## src/rtl/muldiv_pkg.sv

```systemverilog
// Shared types and constants for the iterative multiply/divide sequencer.
package muldiv_pkg;

  localparam int unsigned XLEN  = 32;
  localparam int unsigned ACC_W = 2 * XLEN;
  localparam int unsigned ITER  = 32;
  localparam int unsigned CNT_W = 6;

  localparam logic OP_MULT = 1'b0;
  localparam logic OP_DIV  = 1'b1;

  typedef enum logic [2:0] {
    ST_IDLE,
    ST_PREP,
    ST_RUN,
    ST_FIX,
    ST_DONE,
    ST_ERR
  } state_e;

  // Two's-complement negate when n is set, otherwise pass through.
  function automatic logic [XLEN-1:0] neg_if(input logic n, input logic [XLEN-1:0] v);
    return n ? XLEN'(-v) : v;
  endfunction

endpackage

```

## src/rtl/muldiv_step.sv

```systemverilog
// One combinational iteration: shift-add for MULT, restoring shift-subtract for DIV.
// Accumulator layout: MULT {partial_hi, multiplier}, DIV {remainder, dividend/quotient}.
module muldiv_step
  import muldiv_pkg::*;
(
  input  logic             op_i,
  input  logic [ACC_W-1:0] acc_i,
  input  logic [XLEN-1:0]  opnd_i,
  output logic [ACC_W-1:0] acc_o
);

  logic [XLEN:0]   sum;
  logic [XLEN:0]   shifted;
  logic [XLEN-1:0] diff;

  always_comb begin
    sum     = {1'b0, acc_i[ACC_W-1:XLEN]} + {1'b0, (acc_i[0] ? opnd_i : XLEN'(0))};
    shifted = {acc_i[ACC_W-1:XLEN], acc_i[XLEN-1]};
    // Remainder stays below the divisor, so the difference always fits XLEN bits.
    diff    = shifted[XLEN-1:0] - opnd_i;
    if (op_i == OP_MULT) begin
      acc_o = {sum, acc_i[XLEN-1:1]};
    end else if (shifted >= {1'b0, opnd_i}) begin
      acc_o = {diff, acc_i[XLEN-2:0], 1'b1};
    end else begin
      acc_o = {shifted[XLEN-1:0], acc_i[XLEN-2:0], 1'b0};
    end
  end

endmodule

```

## src/rtl/muldiv_sequencer.sv

```systemverilog
// Multi-cycle MULT/DIV sequencer driving HI/LO load strobes.
// Define MULDIV_SIGNED_EN for two's-complement operands; default build is unsigned.
module muldiv_sequencer
  import muldiv_pkg::*;
(
  input  logic            clk_i,
  input  logic            reset_ni,
  input  logic            start_i,
  input  logic            op_i,
  input  logic [XLEN-1:0] a_i,
  input  logic [XLEN-1:0] b_i,
  input  logic            abort_i,
  output logic            busy_o,
  output logic            done_o,
  output logic            div0_o,
  output logic [XLEN-1:0] hi_o,
  output logic [XLEN-1:0] lo_o,
  output logic            hi_write_o,
  output logic            lo_write_o
);

  state_e            state_q, state_d;
  logic [CNT_W-1:0]  cnt_q, cnt_d;
  logic              op_q, op_d;
  logic [XLEN-1:0]   a_q, a_d;
  logic [XLEN-1:0]   b_q, b_d;
  logic [ACC_W-1:0]  acc_q, acc_d;
  logic [XLEN-1:0]   opnd_q, opnd_d;
  logic              neg_res_q, neg_res_d;
  logic              neg_rem_q, neg_rem_d;
  logic              busy_q, busy_d;
  logic              done_q, done_d;
  logic              div0_q, div0_d;
  logic              wr_q, wr_d;
  logic [XLEN-1:0]   hi_q, hi_d;
  logic [XLEN-1:0]   lo_q, lo_d;

  logic [ACC_W-1:0]  step_acc;
  logic              sign_a, sign_b;
  logic [XLEN-1:0]   mag_a, mag_b;
  logic [ACC_W-1:0]  prod;

  muldiv_step u_step (
    .op_i   (op_q),
    .acc_i  (acc_q),
    .opnd_i (opnd_q),
    .acc_o  (step_acc)
  );

  // Operand signs and magnitudes from the latched inputs.
  always_comb begin
`ifdef MULDIV_SIGNED_EN
    sign_a = a_q[XLEN-1];
    sign_b = b_q[XLEN-1];
`else
    sign_a = 1'b0;
    sign_b = 1'b0;
`endif
    mag_a = neg_if(sign_a, a_q);
    mag_b = neg_if(sign_b, b_q);
    prod  = neg_res_q ? ACC_W'(-acc_q) : acc_q;
  end

  // Next-state and registered-output logic.
  always_comb begin
    state_d   = state_q;
    cnt_d     = cnt_q;
    op_d      = op_q;
    a_d       = a_q;
    b_d       = b_q;
    acc_d     = acc_q;
    opnd_d    = opnd_q;
    neg_res_d = neg_res_q;
    neg_rem_d = neg_rem_q;
    hi_d      = hi_q;
    lo_d      = lo_q;
    done_d    = 1'b0;
    div0_d    = 1'b0;
    wr_d      = 1'b0;

    case (state_q)
      ST_IDLE: begin
        if (start_i && !abort_i) begin
          op_d = op_i;
          a_d  = a_i;
          b_d  = b_i;
          if (op_i == OP_DIV && b_i == XLEN'(0)) begin
            state_d = ST_ERR;
            div0_d  = 1'b1;
          end else begin
            state_d = ST_PREP;
          end
        end
      end
      ST_PREP: begin
        acc_d     = (op_q == OP_MULT) ? {XLEN'(0), mag_b} : {XLEN'(0), mag_a};
        opnd_d    = (op_q == OP_MULT) ? mag_a : mag_b;
        neg_res_d = sign_a ^ sign_b;
        neg_rem_d = sign_a;
        cnt_d     = CNT_W'(0);
        state_d   = ST_RUN;
      end
      ST_RUN: begin
        acc_d = step_acc;
        if (cnt_q == CNT_W'(ITER - 1)) begin
          state_d = ST_FIX;
        end else begin
          cnt_d = cnt_q + CNT_W'(1);
        end
      end
      ST_FIX: begin
        if (op_q == OP_MULT) begin
          hi_d = prod[ACC_W-1:XLEN];
          lo_d = prod[XLEN-1:0];
        end else begin
          hi_d = neg_if(neg_rem_q, acc_q[ACC_W-1:XLEN]);
          lo_d = neg_if(neg_res_q, acc_q[XLEN-1:0]);
        end
        done_d  = 1'b1;
        wr_d    = 1'b1;
        state_d = ST_DONE;
      end
      ST_DONE: state_d = ST_IDLE;
      ST_ERR:  state_d = ST_IDLE;
      default: state_d = ST_IDLE;
    endcase

    // Cancel wins over any result or exception about to be presented.
    if (abort_i && state_q != ST_IDLE) begin
      state_d = ST_IDLE;
      done_d  = 1'b0;
      div0_d  = 1'b0;
      wr_d    = 1'b0;
      hi_d    = hi_q;
      lo_d    = lo_q;
    end

    busy_d = (state_d != ST_IDLE);
  end

  always_ff @(posedge clk_i or negedge reset_ni) begin
    if (!reset_ni) begin
      state_q   <= ST_IDLE;
      cnt_q     <= '0;
      op_q      <= OP_MULT;
      a_q       <= '0;
      b_q       <= '0;
      acc_q     <= '0;
      opnd_q    <= '0;
      neg_res_q <= 1'b0;
      neg_rem_q <= 1'b0;
      busy_q    <= 1'b0;
      done_q    <= 1'b0;
      div0_q    <= 1'b0;
      wr_q      <= 1'b0;
      hi_q      <= '0;
      lo_q      <= '0;
    end else begin
      state_q   <= state_d;
      cnt_q     <= cnt_d;
      op_q      <= op_d;
      a_q       <= a_d;
      b_q       <= b_d;
      acc_q     <= acc_d;
      opnd_q    <= opnd_d;
      neg_res_q <= neg_res_d;
      neg_rem_q <= neg_rem_d;
      busy_q    <= busy_d;
      done_q    <= done_d;
      div0_q    <= div0_d;
      wr_q      <= wr_d;
      hi_q      <= hi_d;
      lo_q      <= lo_d;
    end
  end

  assign busy_o     = busy_q;
  assign done_o     = done_q;
  assign div0_o     = div0_q;
  assign hi_o       = hi_q;
  assign lo_o       = lo_q;
  assign hi_write_o = wr_q;
  assign lo_write_o = wr_q;

endmodule

```

## config.mk

```make
export PLATFORM = sky130hd
export DESIGN_NAME = muldiv_sequencer
export DESIGN_NICKNAME = d
export VERILOG_FILES = /design/src/rtl/muldiv_pkg.sv /design/src/rtl/muldiv_step.sv /design/src/rtl/muldiv_sequencer.sv
export SDC_FILE = /design/constraint.sdc
export NUM_CORES = 1
export LEC_CHECK = 0
export BUFFER_PORTS_ARGS = -buffer_cell sky130_fd_sc_hd__buf_2
export CORE_MARGIN = 2
export CORE_UTILIZATION = 65
export DETAILED_ROUTE_END_ITERATION = 12
export PLACE_DENSITY = 0.86
export SLEW_MARGIN = 40
export SYNTH_ARGS = -nofsm -noshare
export SYNTH_HDL_FRONTEND = slang
export SYNTH_SLANG_ARGS = --single-unit
```

## constraint.sdc

```tcl
create_clock -name clk_i -period 9.1 [get_ports clk_i]
set_clock_uncertainty 0.1 [all_clocks]
set_input_delay 1.82 -clock clk_i [delete_from_list [all_inputs] [get_ports clk_i]]
set_output_delay 1.82 -clock clk_i [all_outputs]
set_load 0.02 [all_outputs]
```

### After elaboration in Yosys (flattened, before gate mapping)

Index checks and enable logic that the tools add are counted.

| word-level totals | value |
|---|---|
| register bits | 237 |
| bits of input ports | 69 |
| word-level logic and storage cells | 53 |

| cells by class | value |
|---|---|
| add/subtract/negate cells | 3 |
| magnitude comparators | 1 |
| equal/unequal tests | 5 |
| mux-type cells | 19 |
| bitwise logic cells | 1 |
| reduce and logical (&&, ||, !) cells | 12 |

Operators by type and width:

| cell | number |
|---|---|
| 64-bit 2-to-1 mux | 2 |
| 64-bit one-hot mux with 2 select lines | 1 |
| 32-bit 2-to-1 mux | 3 |
| 32-bit by 32-bit adder with 33-bit output | 1 |
| 33-bit by 32-bit greater-or-equal comparator with 1-bit output | 1 |
| 32-bit logical NOT | 1 |
| 32-bit subtractor | 1 |
| 3-bit 2-to-1 mux | 4 |
| 3-bit one-hot mux with 4 select lines | 1 |
| 6-bit one-hot mux with 2 select lines | 1 |
| 6-bit by 1-bit adder with 6-bit output (second input constant) | 1 |
| 3-bit by 2-bit equality test with 1-bit output (second input constant) | 2 |
| 6-bit by 5-bit equality test with 1-bit output (second input constant) | 1 |
| 1-bit 2-to-1 mux | 6 |
| 6-bit 2-to-1 mux | 1 |
| 2-bit AND reduction | 3 |
| 3-bit nonzero test | 2 |
| 3-bit by 1-bit equality test with 1-bit output (second input constant) | 1 |
| 1-bit logical AND | 3 |
| 3-bit logical NOT | 1 |
| 2-bit inequality test (second input constant) | 1 |
| 2-bit nonzero test | 1 |
| 1-bit logical NOT | 1 |
| 1-bit NOT | 1 |

### Depth between registers and ports, before layout

Gate-level depths: netlist (run 1).

| depth | value |
|---|---|
| depth after elaboration | 7 |
| gate-level depth with buffers | 12 |

### Hierarchy

From an unflattened synthesis (run 1), not the netlist that was laid out.

| unflattened totals | value |
|---|---|
| cell total of the unflattened synthesis | 1469 |
| area total of the unflattened synthesis | 14535.2 µm² |

Modules (own cells, without submodules):

| module | instances | cells each | area an instance (µm²) |
|---|---|---|---|
| muldiv_sequencer | 1 | 762 | 9773.1 |
| muldiv_step | 1 | 707 | 4762.1 |

### Worst setup path before layout (run 1)

No wires, ideal clock.

| path | value |
|---|---|
| kind | input port to flip-flop |
| from | input abort_i |
| to | register hi_q[0] (netlist: hi_o[0]) |
| setup time | 0.125 ns |
| arrival | 3.118 ns |
| data required time | 8.875 ns |
| slack | 5.758 ns |
| cell stages on the path | 5 |
| path buffers | 2 |
| cells stage by stage | nor2_1 and3_1 clkbuf_1 clkbuf_1 mux2_2 |

| on the way | value |
|---|---|
| cells in the longest elaborated chain, start to end | 3 |

RTL lines:

| element | RTL line | text |
|---|---|---|
| from (decl) | muldiv_sequencer.sv:12 | `input logic abort_i,` |
| 1-bit logical AND | muldiv_sequencer.sv:129 | `if (abort_i && state_q != ST_IDLE) begin` |
| 1-bit NOT (no source line) | n/a |  |
| 2-bit AND reduction (no source line) | n/a |  |
| to (signal assigned) | muldiv_sequencer.sv:172 | `hi_q <= hi_d;` |
| to (decl) | muldiv_sequencer.sv:35 | `logic [XLEN-1:0] hi_q, hi_d;` |

Every way passes these cells.
A chain may end at the register's enable or synchronous reset.

### Worst setup path in the final report (run 1)

| path | value |
|---|---|
| from | register acc_q[0] |
| to | register acc_q[59] |

| on the way | value |
|---|---|
| cells in the longest elaborated chain, start to end | 4 |

RTL lines:

| element | RTL line | text |
|---|---|---|
| from (decl) | muldiv_sequencer.sv:27 | `logic [ACC_W-1:0] acc_q, acc_d;` |
| from (signal assigned) | muldiv_sequencer.sv:148 | `acc_q <= '0;` |
| from (signal assigned) | muldiv_sequencer.sv:164 | `acc_q <= acc_d;` |
| 32-bit 2-to-1 mux | muldiv_step.sv:17 | `sum = {1'b0, acc_i[ACC_W-1:XLEN]} + {1'b0, (acc_i[0] ? opnd_i : XLEN'(0))};` |
| 32-bit by 32-bit adder with 33-bit output | muldiv_step.sv:17 |  |
| 64-bit 2-to-1 mux | muldiv_step.sv:21 | `if (op_i == OP_MULT) begin` |
| 64-bit one-hot mux with 2 select lines | muldiv_sequencer.sv:81 | `case (state_q)` |

Every way passes these cells.

==> results.yml, run 1 <==
outcome:
  status: "finished clean"
die:
  ios: 138
  core-area_mm2: 0.02169
  die_y_um: 152.2
  die_w_um: 152.2
  rows: 54
  die_area_mm2: 0.02315
  initial_utilization: 0.6579
sta:
  slew_headroom: 0.4481
  max_freq_mhz: 260.7
  timing.final.crit_share: 0.4215
  hold-worst-slack_ns: 0.3995
  rsz0062_at_grt: "false"
  setup_tns_ns: 0
  setup_viol: 0
  hold_viol_final: 0
  period_needed_ns: 3.836
  slew_violations: 0
  worst_slew_pin_slew_ns: 0.8278
final_layout:
  final_util: 0.7394
  layout_commonest_cell: "nand2_1"
  layout-drive-gt1-share: 0.1745
  final_nets: 1775
  fill_cells: 1501
  area_growth_pct: 12.39
  fin_area_mm2: 0.01604
  final_cell_mix: "nand2_1, dfrtp_1, buf_2"
  n_antenna_cell: 0
grt:
  antenna_found_initial: 0
  grt_pass1_vias: 12371
  grt_max_degree: 107
  grt.total_usage: 0.3445
  grt_pass1_wl_um: 64830
  overflow: 0
clock_network:
  insertion_delay_ns: 0.53
  cts_tree: "built"
  cts_root_buffer: "clkbuf_16"
  clock_sinks: 237
  postCtsSetupBuffers: 0
  cts_buffer_depth: 3
  clkSlewWorstSetupHoldPaths_ns: 0.06
  cts_hold_buf: 0
  htree_levels: 1
  cts_buffers: 25
  cts_resized: 0
worst_setup_path:
  path_cells: "buf_4 > nand2_1 > fa_1 > nand2b_1 > a21o_1 > a31o_2 > a211oi_1 > o311ai_1 > a21oi_1 > mux2_2 > o31ai_2"
  crit_type: "reg2reg"
  cpMaxStageDelayCell: "a211oi_1"
  arrival_ns: 4.17
  critPathBufInv: 1
  path_delay_family: "compound AO/OA/AOI/OAI gates"
  crit_path_end_kind: "flop"
  critPathMaxStageDelay_ns: 0.55
  critPathRequiredTime_ns: 9.44
  crit_fanout: 34
  critPathLaunchType: "flop"
route:
  drt_iter0_drc: 1147
  viasPerCell: 6.481
  wl_per_cell_um: 21.06
  drtAntennaViolNets: 0
  vias: 12548
  drt_wl_total_um: 40770
  drt_pass1_iterations: 6
  remaining_drc_errors: 0
yosys:
  synth_flop_cell: "dfrtp_1"
  synth-seq-cells: 237
  synth.distinct_cells: 72
  yosysWarningCount: 0
  synth_seq_area_share: 0.4156
  synth_fp_nets: 1674
  syn_area_mm2: 0.01427
  async_flop_share: 1.000
  synth_area_per_cell_um2: 9.277
  syn_inst: 1538
  synth-edff-count: 0
power:
  pwr-share-seq: 0.291
  pwr-share-clk: 0.173
  p_leak_uw: 0.007956
  comb_power_share: 0.535
  peakVddDrop_uv: 215.4
  pwr_density_cell_mw_per_mm2: 378.2
  p_int_uw: 3278
  post-layout-total-power_uw: 6064
  p_switching_uw: 2786
  power_switching_share: 0.4594
placed_design:
  port_buffers: 137
  detailed_place.area_mm2: 0.01513
  place_congestion: 0.9951
  dp_hpwl_um: 27990
run:
  maxCapViolCount: 0
worst_hold_path:
  min_path_type: "reg2reg"
-- power by group through the flow --
stage / clock network [µW] / registers (µW) / logic (µW)
2_1_floorplan: 0 / 1710 / 2300
3_3_place_gp: 0 / 1740 / 3040
3_5_place_dp: 0 / 1760 / 3120
4_1_cts: 1050 / 1750 / 3160
5_1_grt: 1100 / 1800 / 3530
6_report: 1050 / 1770 / 3250
-- worst paths after layout --
| kind | from | end | slack [ns] | cells after the start |
|---|---|---|---|---|
| max in group asynchronous | reset_ni | lo_o[27] | 6.40 | 4 |
| setup reg to reg | acc_q[0] | acc_q[59] | 5.26 | 11 |
| hold / removal | hi_o[22] | hi_o[22] | 0.40 | 1 |
| min in group asynchronous | reset_ni | hi_o[8] | 1.10 | 1 |
| hold reg to reg | hi_o[22] | hi_o[22] | 0.40 | 1 |
| setup / recovery | acc_q[0] | acc_q[59] | 5.26 | 11 |
-- routing by layer --
metal / routed length (µm) / track usage
met4: 1452 / 0.1291
met5: 0 / 0
met1: 16860 / 0.4775
met2: 18890 / 0.5568
met3: 3566 / 0.04892
-- logic make-up (layout without fill, tap and decap cells) --
logic type / after synthesis / after routing / synth area share
AO/OA/AOI/OAI: 328 / 328 / 0.1528
XOR/XNOR: 50 / 50 / 0.03069
adder cells (fa/ha/maj): 67 / 67 / 0.05980
buffers and inverters: 128 / 246 / 0.03630
flip-flops: 237 / 237 / 0.4156
multiplexers: 179 / 179 / 0.1314
AND/OR/NAND/NOR: 549 / 549 / 0.1733
-- registers in the layout (all words and copies together), names as in the netlist --
name / cells
a_q: 32
acc_q: 64
b_q: 32
busy_o: 1
cnt_q: 6
div0_o: 1
hi_o: 32
hi_write_o: 1
lo_o: 32
op_q: 1
opnd_q: 32
state_q: 3
-- synth_stat cells, drive strengths merged, types with 37 or more instances --
master	count	area (µm²)
nand2	330	1246
dfrtp	237	5931
mux2i	112	1121
o21ai	93	465.5
a21oi	71	362.8
mux2	67	754.5
ha	65	813.3
clkbuf	53	198.9
nor2	52	197.7
inv	50	187.7
and2	42	262.8
o221ai	37	324.1
-- per-stage QoR --
| stage | cells | setup WS [ns] |
|---|---|---|
| 2_1_floorplan | 1538 | 5.758 |
| 3_3_place_gp | 1890 | 5.117 |
| 3_5_place_dp | 1891 | 5.030 |
| 4_1_cts | 1935 | 5.308 |
| 5_1_grt | 1936 | 5.176 |
| 6_report | 1936 | 5.264 |
-- layout make-up --
| cell class | instances | area, µm² | share of cell area |
|---|---|---|---|
| clock inverter | 8 | 95.09 | 0.005930 |
| tap | 280 | 350.3 | 0.02185 |
| inverter | 50 | 187.7 | 0.01170 |
| sequential | 237 | 5934 | 0.3701 |
| multi-input combinational | 1173 | 7874 | 0.4910 |
| timing repair buffer | 152 | 848.3 | 0.05290 |
| clock buffer | 36 | 747.0 | 0.04658 |
Power figures use the tool's default switching activity.
==> run 2, diff against run 1 <==
--- a/config.mk
+++ b/config.mk
@@ -5,11 +5,12 @@
 export SDC_FILE = /design/constraint.sdc
 export NUM_CORES = 1
 export LEC_CHECK = 0
+export ABC_AREA = 1
 export BUFFER_PORTS_ARGS = -buffer_cell sky130_fd_sc_hd__buf_2
 export CORE_MARGIN = 2
-export CORE_UTILIZATION = 65
+export CORE_UTILIZATION = 55
 export DETAILED_ROUTE_END_ITERATION = 12
-export PLACE_DENSITY = 0.86
+export PLACE_DENSITY = 0.77
 export SLEW_MARGIN = 40
 export SYNTH_ARGS = -nofsm -noshare
 export SYNTH_HDL_FRONTEND = slang
==> constraint.sdc (replaced) <==
create_clock -name clk_i -period 3.5 [get_ports clk_i]
set_clock_uncertainty 0.1 [all_clocks]
set_input_delay 0.7 -clock clk_i [delete_from_list [all_inputs] [get_ports clk_i]]
set_output_delay 0.7 -clock clk_i [all_outputs]
set_load 0.02 [all_outputs]
==> run 2 against run 1 <==
Net effect:
- power grew to 3.0 times the previous value
- synthesized cell count grew 49%
- global-route usage shrank 0.68 points
- largest power group unchanged
- count of clock-buffer cells in the layout shrank 4
- sequential power grew to 2.6 times the previous value
- first-iteration DRC count grew 21%
- cell count grew 45%
- sequential share of layout area shrank 3.4 points
- via count grew 21%
- critical path depth grew 8
- die area grew 28%
- wire length grew 21%
==> results.yml, run 2 <==
yosys:
  synth-xor-area-share: 0.01292
  yosysMostFrequentCell: "nand2_1"
  yosysWarningCount: 0
  syn_area_mm2: 0.01559
  synth-edff-count: 0
  synth-seq-cells: 237
  netlist.area_leader.share: 0.3804
  synth_top_family_by_area: "simple AND/OR/NAND/NOR gates"
  synth_common_cells: "nand2_1, inv_1, o21ai_0, dfrtp_1, nor2_1"
  synth.distinct_cells: 42
  synthSimpleGateAreaFrac: 0.2972
  synth_fp_nets: 2431
  synth_compound_area_frac: 0.1439
  synth_seq_area_share: 0.3804
  syn_inst: 2295
  synth_fa_ha_area_frac: 0.05473
  synth_area_per_cell_um2: 6.794
  synth_top_cells_by_area: "dfrtp_1, nand2_1, inv_1"
  muxShareOfSynthArea: 0
  async_flop_share: 1.000
  synth_area_leader_cell: "dfrtp_1"
  synth_flop_cell: "dfrtp_1"
die:
  core-area_mm2: 0.02786
  die_w_um: 172.4
  die_y_um: 172.4
  die_area_mm2: 0.02971
  ios: 138
  rows: 61
  initial_utilization: 0.5597
clock_network:
  cts_root_buffer: "clkbuf_16"
  cts_resized: 0
  cts_buffers: 27
  clkSlewWorstSetupHoldPaths_ns: 0.06
  clock_sinks: 237
  cts_buffer_depth: 3
  insertion_delay_ns: 0.57
  cts_tree: "built"
  htree_levels: 1
final_layout:
  final_nets: 2538
  fill_cells: 2550
  largest_register_ffs: 64
  fin_area_mm2: 0.01764
  layout_commonest_cell: "nand2_1"
  n_antenna_cell: 0
  area_growth_pct: 13.15
  top_register: "acc_q"
  final_cell_mix: "nand2_1, inv_1, o21ai_0"
  final_util: 0.6332
  layout-drive-gt1-share: 0.1065
placed_design:
  place_congestion: 0.9965
  detailed_place.area_mm2: 0.01668
  port_buffers: 137
  dp_hpwl_um: 37390
route:
  drt_pass1_iterations: 6
  drt_wl_total_um: 49130
  wl_per_cell_um: 17.55
  drtAntennaViolNets: 0
  vias: 15150
  remaining_drc_errors: 0
  viasPerCell: 5.411
  drt_iter0_drc: 1386
grt:
  grt_max_degree: 86
  grt_pass1_wl_um: 77870
  grt_pass1_vias: 14398
  grt.total_usage: 0.3377
  overflow: 0
  antenna_found_initial: 0
worst_setup_path:
  critPathBufInv: 3
  crit_type: "reg2reg"
  crit_fanout: 18
  cpMostUsedCell: "nand2_1"
  cpMaxStageDelayCell: "fa_1"
  critPathRequiredTime_ns: 3.86
  path_delay_family: "simple AND/OR/NAND/NOR gates"
  arrival_ns: 3.37
  cp-startpoint: "acc_q[0]"
  critPathMaxStageDelay_ns: 0.39
  path_cells: "buf_4 > nand2_1 > inv_1 > ha_1 > inv_1 > fa_1 > nand3b_1 > nand2_1 > nand2_1 > nand2_1 > nand2_1 > nand2_1 > nand2_1 > nand3_1 > nand2_1 > nor2_1 > nor2_1 > nand2_1 > nand2_1"
  critPathLaunchType: "flop"
  crit_path_end_kind: "flop"
  r2r_start: "acc_q[0]"
sta:
  period_needed_ns: 3.015
  slew_headroom: 0.4066
  setup_viol: 0
  max_freq_mhz: 331.7
  timing.final.crit_share: 0.8615
  slew_violations: 0
  worst_slew_pin_slew_ns: 0.8819
  setup_tns_ns: 0
  rsz0062_at_grt: "false"
  hold_viol_final: 0
power:
  pwr_density_cell_mw_per_mm2: 1032
  post-layout-total-power_uw: 18210
  p_leak_uw: 0.009620
  peakVddDrop_uv: 595.8
worst_hold_path:
  min_path_type: "in2reg"
  worstHoldStart: "a_i[2]"
run:
  maxCapViolCount: 0
outcome:
  status: "finished clean"
-- run 2: changes by cell type in the layout (fill, tap and decap cells not counted), moves of 16 or more --
cell      before  now
inv_1         49  363
mux2i_1      112    0
o21ai_1       19    1
mux2_2        67    0
o211ai_1      17   64
nor2_1        49  107
o221ai_1      37    0
nand2_1      327  818
o21ai_0       74  247
and2_1        42    1
xnor2_1       32   16
nand3_1       24   92
-- run 2: worst paths after layout --
path	end	slack (ns)	depth (start not counted)
max	acc_q[59]	0.48	19
min	a_q[2]	0.24	3
max reg2reg	acc_q[59]	0.48	19
min reg2reg	cnt_q[5]	0.37	1
max in group asynchronous	lo_o[19]	1.95	3
min in group asynchronous	hi_o[8]	0.51	2
-- run 2: cells by family after synthesis --
family                     Yosys count
DFF                                237
adders and majority gates           67
buffers and inverters              451
xor gates and xnor gates            23
and+or+nand+nor                   1110
AOI/OAI and AO/OA                  407
-- run 2: what timing repair did --
action | 4_1_cts | 5_1_grt
endpoints found under the setup margin | 0 | 0
hold endpoints to repair | 39 | 0
buffers inserted | 0 | 0
hold buffers | 1 | 0
-- run 2: per-layer routing --
metal / share of wire / vias to the layer above / GRT usage
li1: - / 7455 / -
met1: 0.45 / 7060 / 0.4683
met2: 0.46 / 535 / 0.5504
met3: 0.058 / 100 / 0.04189
met4: 0.032 / 0 / 0.1100
met5: 0 / - / 0
-- run 2: worst reg2reg max path: cells and delay by family (launching register included) --
kind	cells	cell delay, ns
buffers and inverters	3	0.37
and+or+nand+nor	14	1.56
DFF	1	0.34
adders and majority gates	2	0.54
-- run 2: where the power goes --
group          internal (µW)  leakage, µW  switching [µW]
Sequential              3880      0.00306             806
Clock                   1810     0.000470            1250
Combinational           3320      0.00609            7140
Total                   9010      0.00962            9200
-- run 2: metrics by stage --
stage / worst slack [ns] / std cells / hold slack [ns]
after global placement: 0.6225 / 2748 / 0.3464
final: 0.4848 / 2800 / 0.2356
after CTS: 0.5713 / 2800 / 0.2295
after floorplan: 1.080 / 2295 / 0.3044
after global routing: 0.2866 / 2800 / 0.2529
after detailed placement: 0.5855 / 2750 / 0.3530
-- run 2: area by class of cell --
| type | instances | area, µm² | area share |
|---|---|---|---|
| Clock buffer | 32 | 734.5 | 0.04163 |
| Clock inverter | 17 | 220.2 | 0.01248 |
| Inverter | 368 | 1389 | 0.07873 |
| Multi-Input combinational cell | 1607 | 7944 | 0.4503 |
| Sequential cell | 237 | 5932 | 0.3363 |
| Tap cell | 378 | 473.0 | 0.02681 |
| Timing Repair Buffer | 161 | 948.4 | 0.05376 |
